<file path="config.mk">
export PLATFORM = sky130hd
export DESIGN_NAME = we_regfile
export DESIGN_NICKNAME = d
export VERILOG_FILES = /design/src/rtl/we_regfile_pkg.sv /design/src/rtl/we_regfile_byte_we_reg.sv /design/src/rtl/we_regfile.sv
export SDC_FILE = /design/constraint.sdc
export NUM_CORES = 1
export LEC_CHECK = 0
export BUFFER_PORTS_ARGS = -buffer_cell sky130_fd_sc_hd__buf_2
export CAP_MARGIN = 20
export CORE_MARGIN = 3
export CORE_UTILIZATION = 50
export DETAILED_ROUTE_END_ITERATION = 8
export HOLD_SLACK_MARGIN = 0.12
export PLACE_DENSITY_LB_ADDON = 0.3
export SLEW_MARGIN = 10
export SYNTH_ARGS = -nofsm -noshare
export SYNTH_HDL_FRONTEND = slang
export SYNTH_SLANG_ARGS = --single-unit
</file>
<file path="constraint.sdc">
create_clock -name clk -period 1.9 [get_ports clk]
set_input_delay 0.285 -clock clk [delete_from_list [all_inputs] [get_ports clk]]
set_output_delay 0.285 -clock clk [all_outputs]
set_load 0.005 [all_outputs]
</file>
<file path="src/rtl/we_regfile_pkg.sv">
// -----------------------------------------------------------------------------
// we_regfile_pkg
// Shared definitions for the byte-write-enable register file.
//   fsm_state_t   : clear-sequencer state (IDLE, CLEAR)
//   DEFAULT_WIDTH : default entry width in bits (multiple of 8)
//   DEFAULT_DEPTH : default number of entries
// -----------------------------------------------------------------------------
package we_regfile_pkg;

    typedef enum logic {
        IDLE  = 1'b0,
        CLEAR = 1'b1
    } fsm_state_t;

    localparam int DEFAULT_WIDTH = 32;
    localparam int DEFAULT_DEPTH = 8;

endpackage

</file>
<file path="src/rtl/we_regfile_byte_we_reg.sv">
// -----------------------------------------------------------------------------
// byte_we_reg
// One register-file entry with per-byte write enables and a dirty flag.
// Ports:
//   clk, rst : clock, synchronous active-high reset
//   clr      : synchronous clear of data and dirty flag
//   we       : accepted write to this entry
//   strb     : per-byte enable, bit b covers data[8b+7:8b]
//   data     : write data
//   q        : stored entry value
//   dirty    : set by any accepted write, even one with no strobes
// -----------------------------------------------------------------------------
module byte_we_reg #(
    parameter int WIDTH = 32,
    parameter int STRB  = WIDTH / 8
) (
    input  logic             clk,
    input  logic             rst,
    input  logic             clr,
    input  logic             we,
    input  logic [STRB-1:0]  strb,
    input  logic [WIDTH-1:0] data,
    output logic [WIDTH-1:0] q,
    output logic             dirty
);

    // Reset and the sequential clear both win over a write in the same cycle.
    always_ff @(posedge clk) begin
        if (rst || clr) begin
            q     <= '0;
            dirty <= 1'b0;
        end else if (we) begin
            for (int b = 0; b < STRB; b++) begin
                if (strb[b]) begin
                    q[8*b +: 8] <= data[8*b +: 8];
                end
            end
            dirty <= 1'b1;
        end
    end

endmodule

</file>
<file path="src/rtl/we_regfile.sv">
// -----------------------------------------------------------------------------
// we_regfile
// Register file with byte-strobed writes, registered 1-cycle reads, per-entry
// dirty bits and a sequential clear engine (one entry per cycle).
// Build option: define WE_REGFILE_BYPASS_EN to forward a same-cycle write to a
// read of the same address; otherwise such a read returns the pre-write data.
// Ports:
//   clk, rst      : clock, synchronous active-high reset
//   wr_valid_in   : write request       wr_ready_out : low while clearing
//   wr_addr_in    : write index         wr_data_in   : write data
//   wr_strb_in    : per-byte write enable
//   rd_en_in      : read request        rd_addr_in   : read index
//   rd_data_out   : registered read data, held when no read
//   rd_valid_out  : one-cycle pulse after each read request
//   clr_in        : start clearing all entries
//   busy_out      : clear in progress
//   dirty_out     : per-entry written-since-reset/clear flags
// Indices >= DEPTH are accepted on write without effect and read as zero.
// -----------------------------------------------------------------------------
module we_regfile
    import we_regfile_pkg::*;
#(
    parameter int WIDTH = DEFAULT_WIDTH,
    parameter int DEPTH = DEFAULT_DEPTH,
    parameter int AW    = $clog2(DEPTH),
    parameter int STRB  = WIDTH / 8
) (
    input  logic             clk,
    input  logic             rst,
    input  logic             wr_valid_in,
    output logic             wr_ready_out,
    input  logic [AW-1:0]    wr_addr_in,
    input  logic [WIDTH-1:0] wr_data_in,
    input  logic [STRB-1:0]  wr_strb_in,
    input  logic             rd_en_in,
    input  logic [AW-1:0]    rd_addr_in,
    output logic [WIDTH-1:0] rd_data_out,
    output logic             rd_valid_out,
    input  logic             clr_in,
    output logic             busy_out,
    output logic [DEPTH-1:0] dirty_out
);

    localparam logic [AW-1:0] LAST_IDX = AW'(DEPTH - 1);

    fsm_state_t       state;
    logic [AW-1:0]    clr_idx;
    logic             wr_fire;
    logic [WIDTH-1:0] entry_q [DEPTH];
    logic [DEPTH-1:0] entry_we;
    logic [DEPTH-1:0] entry_clr;
    logic [WIDTH-1:0] rd_word;
    logic             rd_hit;

    assign wr_ready_out = ~busy_out;
    assign wr_fire      = wr_valid_in & wr_ready_out;

    // Per-entry decode: an out-of-range address matches no entry, so such a
    // write is accepted but changes nothing.
    for (genvar i = 0; i < DEPTH; i++) begin : g_entry
        assign entry_we[i]  = wr_fire && (wr_addr_in == AW'(i));
        assign entry_clr[i] = (state == CLEAR) && (clr_idx == AW'(i));

        byte_we_reg #(
            .WIDTH (WIDTH),
            .STRB  (STRB)
        ) u_entry (
            .clk   (clk),
            .rst   (rst),
            .clr   (entry_clr[i]),
            .we    (entry_we[i]),
            .strb  (wr_strb_in),
            .data  (wr_data_in),
            .q     (entry_q[i]),
            .dirty (dirty_out[i])
        );
    end

    // Read mux; rd_hit guards the bypass so out-of-range reads stay zero.
    always_comb begin
        rd_word = '0;
        rd_hit  = 1'b0;
        for (int i = 0; i < DEPTH; i++) begin
            if (rd_addr_in == AW'(i)) begin
                rd_word = entry_q[i];
                rd_hit  = 1'b1;
            end
        end
`ifdef WE_REGFILE_BYPASS_EN
        if (rd_hit && wr_fire && (wr_addr_in == rd_addr_in)) begin
            for (int b = 0; b < STRB; b++) begin
                if (wr_strb_in[b]) begin
                    rd_word[8*b +: 8] = wr_data_in[8*b +: 8];
                end
            end
        end
`endif
    end

    // Registered read port: data holds between reads, valid pulses once.
    always_ff @(posedge clk) begin
        if (rst) begin
            rd_data_out  <= '0;
            rd_valid_out <= 1'b0;
        end else begin
            rd_valid_out <= rd_en_in;
            if (rd_en_in) begin
                rd_data_out <= rd_word;
            end
        end
    end

    // Clear sequencer. busy_out is registered alongside the state so it is
    // high for exactly the DEPTH cycles spent in CLEAR; clr_in is only
    // sampled in IDLE, so requests during a clear are dropped.
    always_ff @(posedge clk) begin
        if (rst) begin
            state    <= IDLE;
            clr_idx  <= '0;
            busy_out <= 1'b0;
        end else begin
            case (state)
                IDLE: begin
                    if (clr_in) begin
                        state    <= CLEAR;
                        clr_idx  <= '0;
                        busy_out <= 1'b1;
                    end
                end
                CLEAR: begin
                    if (clr_idx == LAST_IDX) begin
                        state    <= IDLE;
                        busy_out <= 1'b0;
                    end else begin
                        clr_idx <= clr_idx + 1'b1;
                    end
                end
                default: begin
                    state    <= IDLE;
                    busy_out <= 1'b0;
                end
            endcase
        end
    end

endmodule

</file>
==> results.toml <==
[critical_path]
timing_worst_setup_path_type = "reg -> reg"
arrival_ns = 2.12
path_cells = "buf_4 > nor4bb_4 > buf_12 > nand2_1 > nand2_1 > a21oi_1"
crit_required_ns = 2.28
reg_to_reg_startpoint = "busy_out"
crit_family = "simple AND/OR/NAND/NOR gates"
critical_path.max_fanout = 18
cp_num_buf_inv = 2
worst_setup_path_end_kind = "flop"
timing.critical_path.mode_cell = "sky130_fd_sc_hd__nand2_1"
largest_incremental_delay_on_the_critical_path_ns = 0.39
critical_path.startpoint_type = "flop"
worstSetupStartpoint = "busy_out"
crit_slowest_cell = "sky130_fd_sc_hd__dfxtp_1"

[clock_network]
post_cts.repair.setup_buffers = 0
clkSinkCount = 302
tritoncts.num_buffers = 34
cts_hold_buffers = 33
cts_resized = 0
tritoncts = "built"
htreeDepth = 2
clk_path_buf_depth = 3
cts.reportedPaths.clkPinSlew_ns = 0.06
worst_skew_pair.late_latency_ns = 0.52
clockRootBuffer = "sky130_fd_sc_hd__clkbuf_16"

[sta]
slew_violations = 0
postLayoutSetupSlackWorst_ns = 0.158
setup-violations-final = 0
hold_viol = 0
total_negative_setup_slacks_ns = 0
fin_crit_ns = 1.74
rsz0062_at_grt = "false"
fmax_ghz = 0.574
finClkSkew_ns = 0.0253
worst_pin_slew_ns = 0.887
max-slew-margin-rel = 0.409
final.period_utilization = 0.917
hold_slack_ns = 0.151

[synth]
ys_types = 35
syn-instance-count = 1557
netlist_area_sq_um = 13200
synthesis.area_per_instance_sq_um = 8.46
synth-edff-count = 0
syn-num-nets = 1610
synth_sequential_area_ratio = 0.459
synthesis.yosys.warnings = 0
top_flip_flop_cell_by_instance_count_after_synthesis = "sky130_fd_sc_hd__dfxtp_1"
synth-seq-cells = 302
ys_async_sr_fraction = 0

[global_routing]
grt_antenna_before_repair = 0
largest_net_degree_at_the_start_of_global_routing = 37
grt_util_all_layers = 0.268
globalRoute.totalOverflow = 0
first_global_vias = 11400
grt_pass1_wl_mm = 62.2

[pwr]
power.leakage_uw = 0.00567
ir_worst_vdd_uv = 692
power.density_cell_area_nw_per_um2 = 904

[status]
result_of_the_run = "finished, final reports clean"

[drt]
antenna_violating_nets_post_route = 0
via_count_of_the_routed_design = 11800
post-route-drc-count = 0
drt-vias-per-instance = 5.91
drt_pass1_iterations = 5
wl_per_cell_microns = 19.5
first_iteration_detailed_routing_drc_count = 1007
finalWirelength_mm = 39.0

[floorplan]
num_rows = 58
core_sq_um = 25500
initial_utilization = 0.515
die_height_microns = 168
floorplan.die_area_sq_um = 28300
num_io_pins = 90
die_width_microns = 168

[layout]
layout_common_cells = "sky130_fd_sc_hd__dfxtp_1, sky130_fd_sc_hd__nand2_1, sky130_fd_sc_hd__a21oi_1"
area_growth_syn_to_layout_pct = 19.3
final_layout_size_suffix_gt1_frac = 0.181
filler_cell_count = 2202
layout_commonest_cell = "sky130_fd_sc_hd__dfxtp_1"
finalNonFillerCells = 2000
n_antenna_cell = 0
layout_net_count = 1697

[place]
io_buffers = 89
pre_cts_ws_ns = 0.0980
placed_cells_incl_taps = 1905
place_hpwl_mm = 25.1
gp_routability_congestion = 0.837

[min_path]
hp-class = "in -> reg"
worst_hold_startpoint = "wr_data_in[19]"

[flow_run]
cap_violations = 0
[final cells by class]
class / instances / area (sq um) / area share
clock inverters: 9 / 73.8 / 0.00470
clock buffers: 53 / 1040 / 0.0665
multi-input cells: 1085 / 6450 / 0.411
well taps: 330 / 413 / 0.0263
repair buffers: 209 / 1630 / 0.104
inverters: 12 / 45.0 / 0.00287
flip-flops and latches: 302 / 6050 / 0.385
[routing by layer]
layer | GRT usage | up-vias | wire length [microns]
li1 | - | 5605 | -
met1 | 0.364 | 5678 | 17100
met2 | 0.444 | 466 | 18100
met3 | 0.0446 | 70 | 2880
met4 | 0.0729 | 0 | 887
met5 | 0 | - | 0
[where the power goes]
part,switching [uW],internal [uW]
logic,787,459
clock network,2650,3810
registers,56.0,6430
[cells in the mapped netlist, types with 7 or more instances]
master | n | area (sq um)
sky130_fd_sc_hd__dfxtp_1 | 302 | 6050
sky130_fd_sc_hd__nand2_1 | 234 | 878
sky130_fd_sc_hd__a21oi_1 | 194 | 971
sky130_fd_sc_hd__mux2i_1 | 142 | 1420
sky130_fd_sc_hd__o21ai_0 | 140 | 701
sky130_fd_sc_hd__clkbuf_1 | 106 | 398
sky130_fd_sc_hd__nor2_1 | 105 | 394
sky130_fd_sc_hd__nand3_1 | 97 | 485
sky130_fd_sc_hd__o221ai_1 | 32 | 280
sky130_fd_sc_hd__buf_2 | 31 | 155
sky130_fd_sc_hd__mux2_2 | 25 | 282
sky130_fd_sc_hd__o221a_2 | 25 | 282
sky130_fd_sc_hd__buf_1 | 13 | 48.8
sky130_fd_sc_hd__inv_1 | 12 | 45.0
sky130_fd_sc_hd__nand2b_1 | 12 | 75.1
sky130_fd_sc_hd__nor2b_1 | 11 | 68.8
sky130_fd_sc_hd__a31oi_1 | 9 | 56.3
sky130_fd_sc_hd__buf_4 | 8 | 60.1
sky130_fd_sc_hd__nor2_2 | 8 | 50.1
sky130_fd_sc_hd__a21boi_0 | 7 | 52.6
sky130_fd_sc_hd__o21bai_1 | 7 | 52.6
sky130_fd_sc_hd__o31ai_1 | 7 | 52.6
[metrics by stage]
stage          power (uW)  utilization  instance area, sq um
3_3_place_gp         7780        0.558                 14300
6_report            14200        0.615                 15700
5_1_grt             14600        0.615                 15700
4_1_cts             14200        0.615                 15700
3_5_place_dp         7790        0.558                 14300
2_1_floorplan        7300            -                 13200
[worst paths after layout]
path | cells past startpoint | endpoint | slack [ns]
max | 6 | g_entry[1].u_entry.q[9] | 0.16
min | 3 | g_entry[5].u_entry.q[19] | 0.15
max reg2reg | 6 | g_entry[1].u_entry.q[9] | 0.16
min reg2reg | 2 | rd_data_out[28] | 0.45
[registers in the layout (all words and copies together) (netlist names)]
signal,flops
rd_data_out,32
g_entry.u_entry.q,256
g_entry.u_entry.dirty,8
state,1
clr_idx,3
busy_out,1
rd_valid_out,1
[worst reg2reg max path: stages, from the launching register on]
cell                       delay, ns
sky130_fd_sc_hd__dfxtp_1        0.39
sky130_fd_sc_hd__buf_4          0.19
sky130_fd_sc_hd__nor4bb_4       0.37
sky130_fd_sc_hd__buf_12         0.21
sky130_fd_sc_hd__nand2_1        0.25
sky130_fd_sc_hd__nand2_1        0.14
sky130_fd_sc_hd__a21oi_1        0.07
[cells by family after synthesis]
logic type	Yosys count	synth area share
AND/OR/NAND/NOR	483	0.161
adder cells (fa/ha/maj)	6	0.00570
AO/OA/AOI/OAI	429	0.191
multiplexers	167	0.129
buffers and inverters	170	0.0537
flip-flops	302	0.459
(Power assumes the default switching activity.)
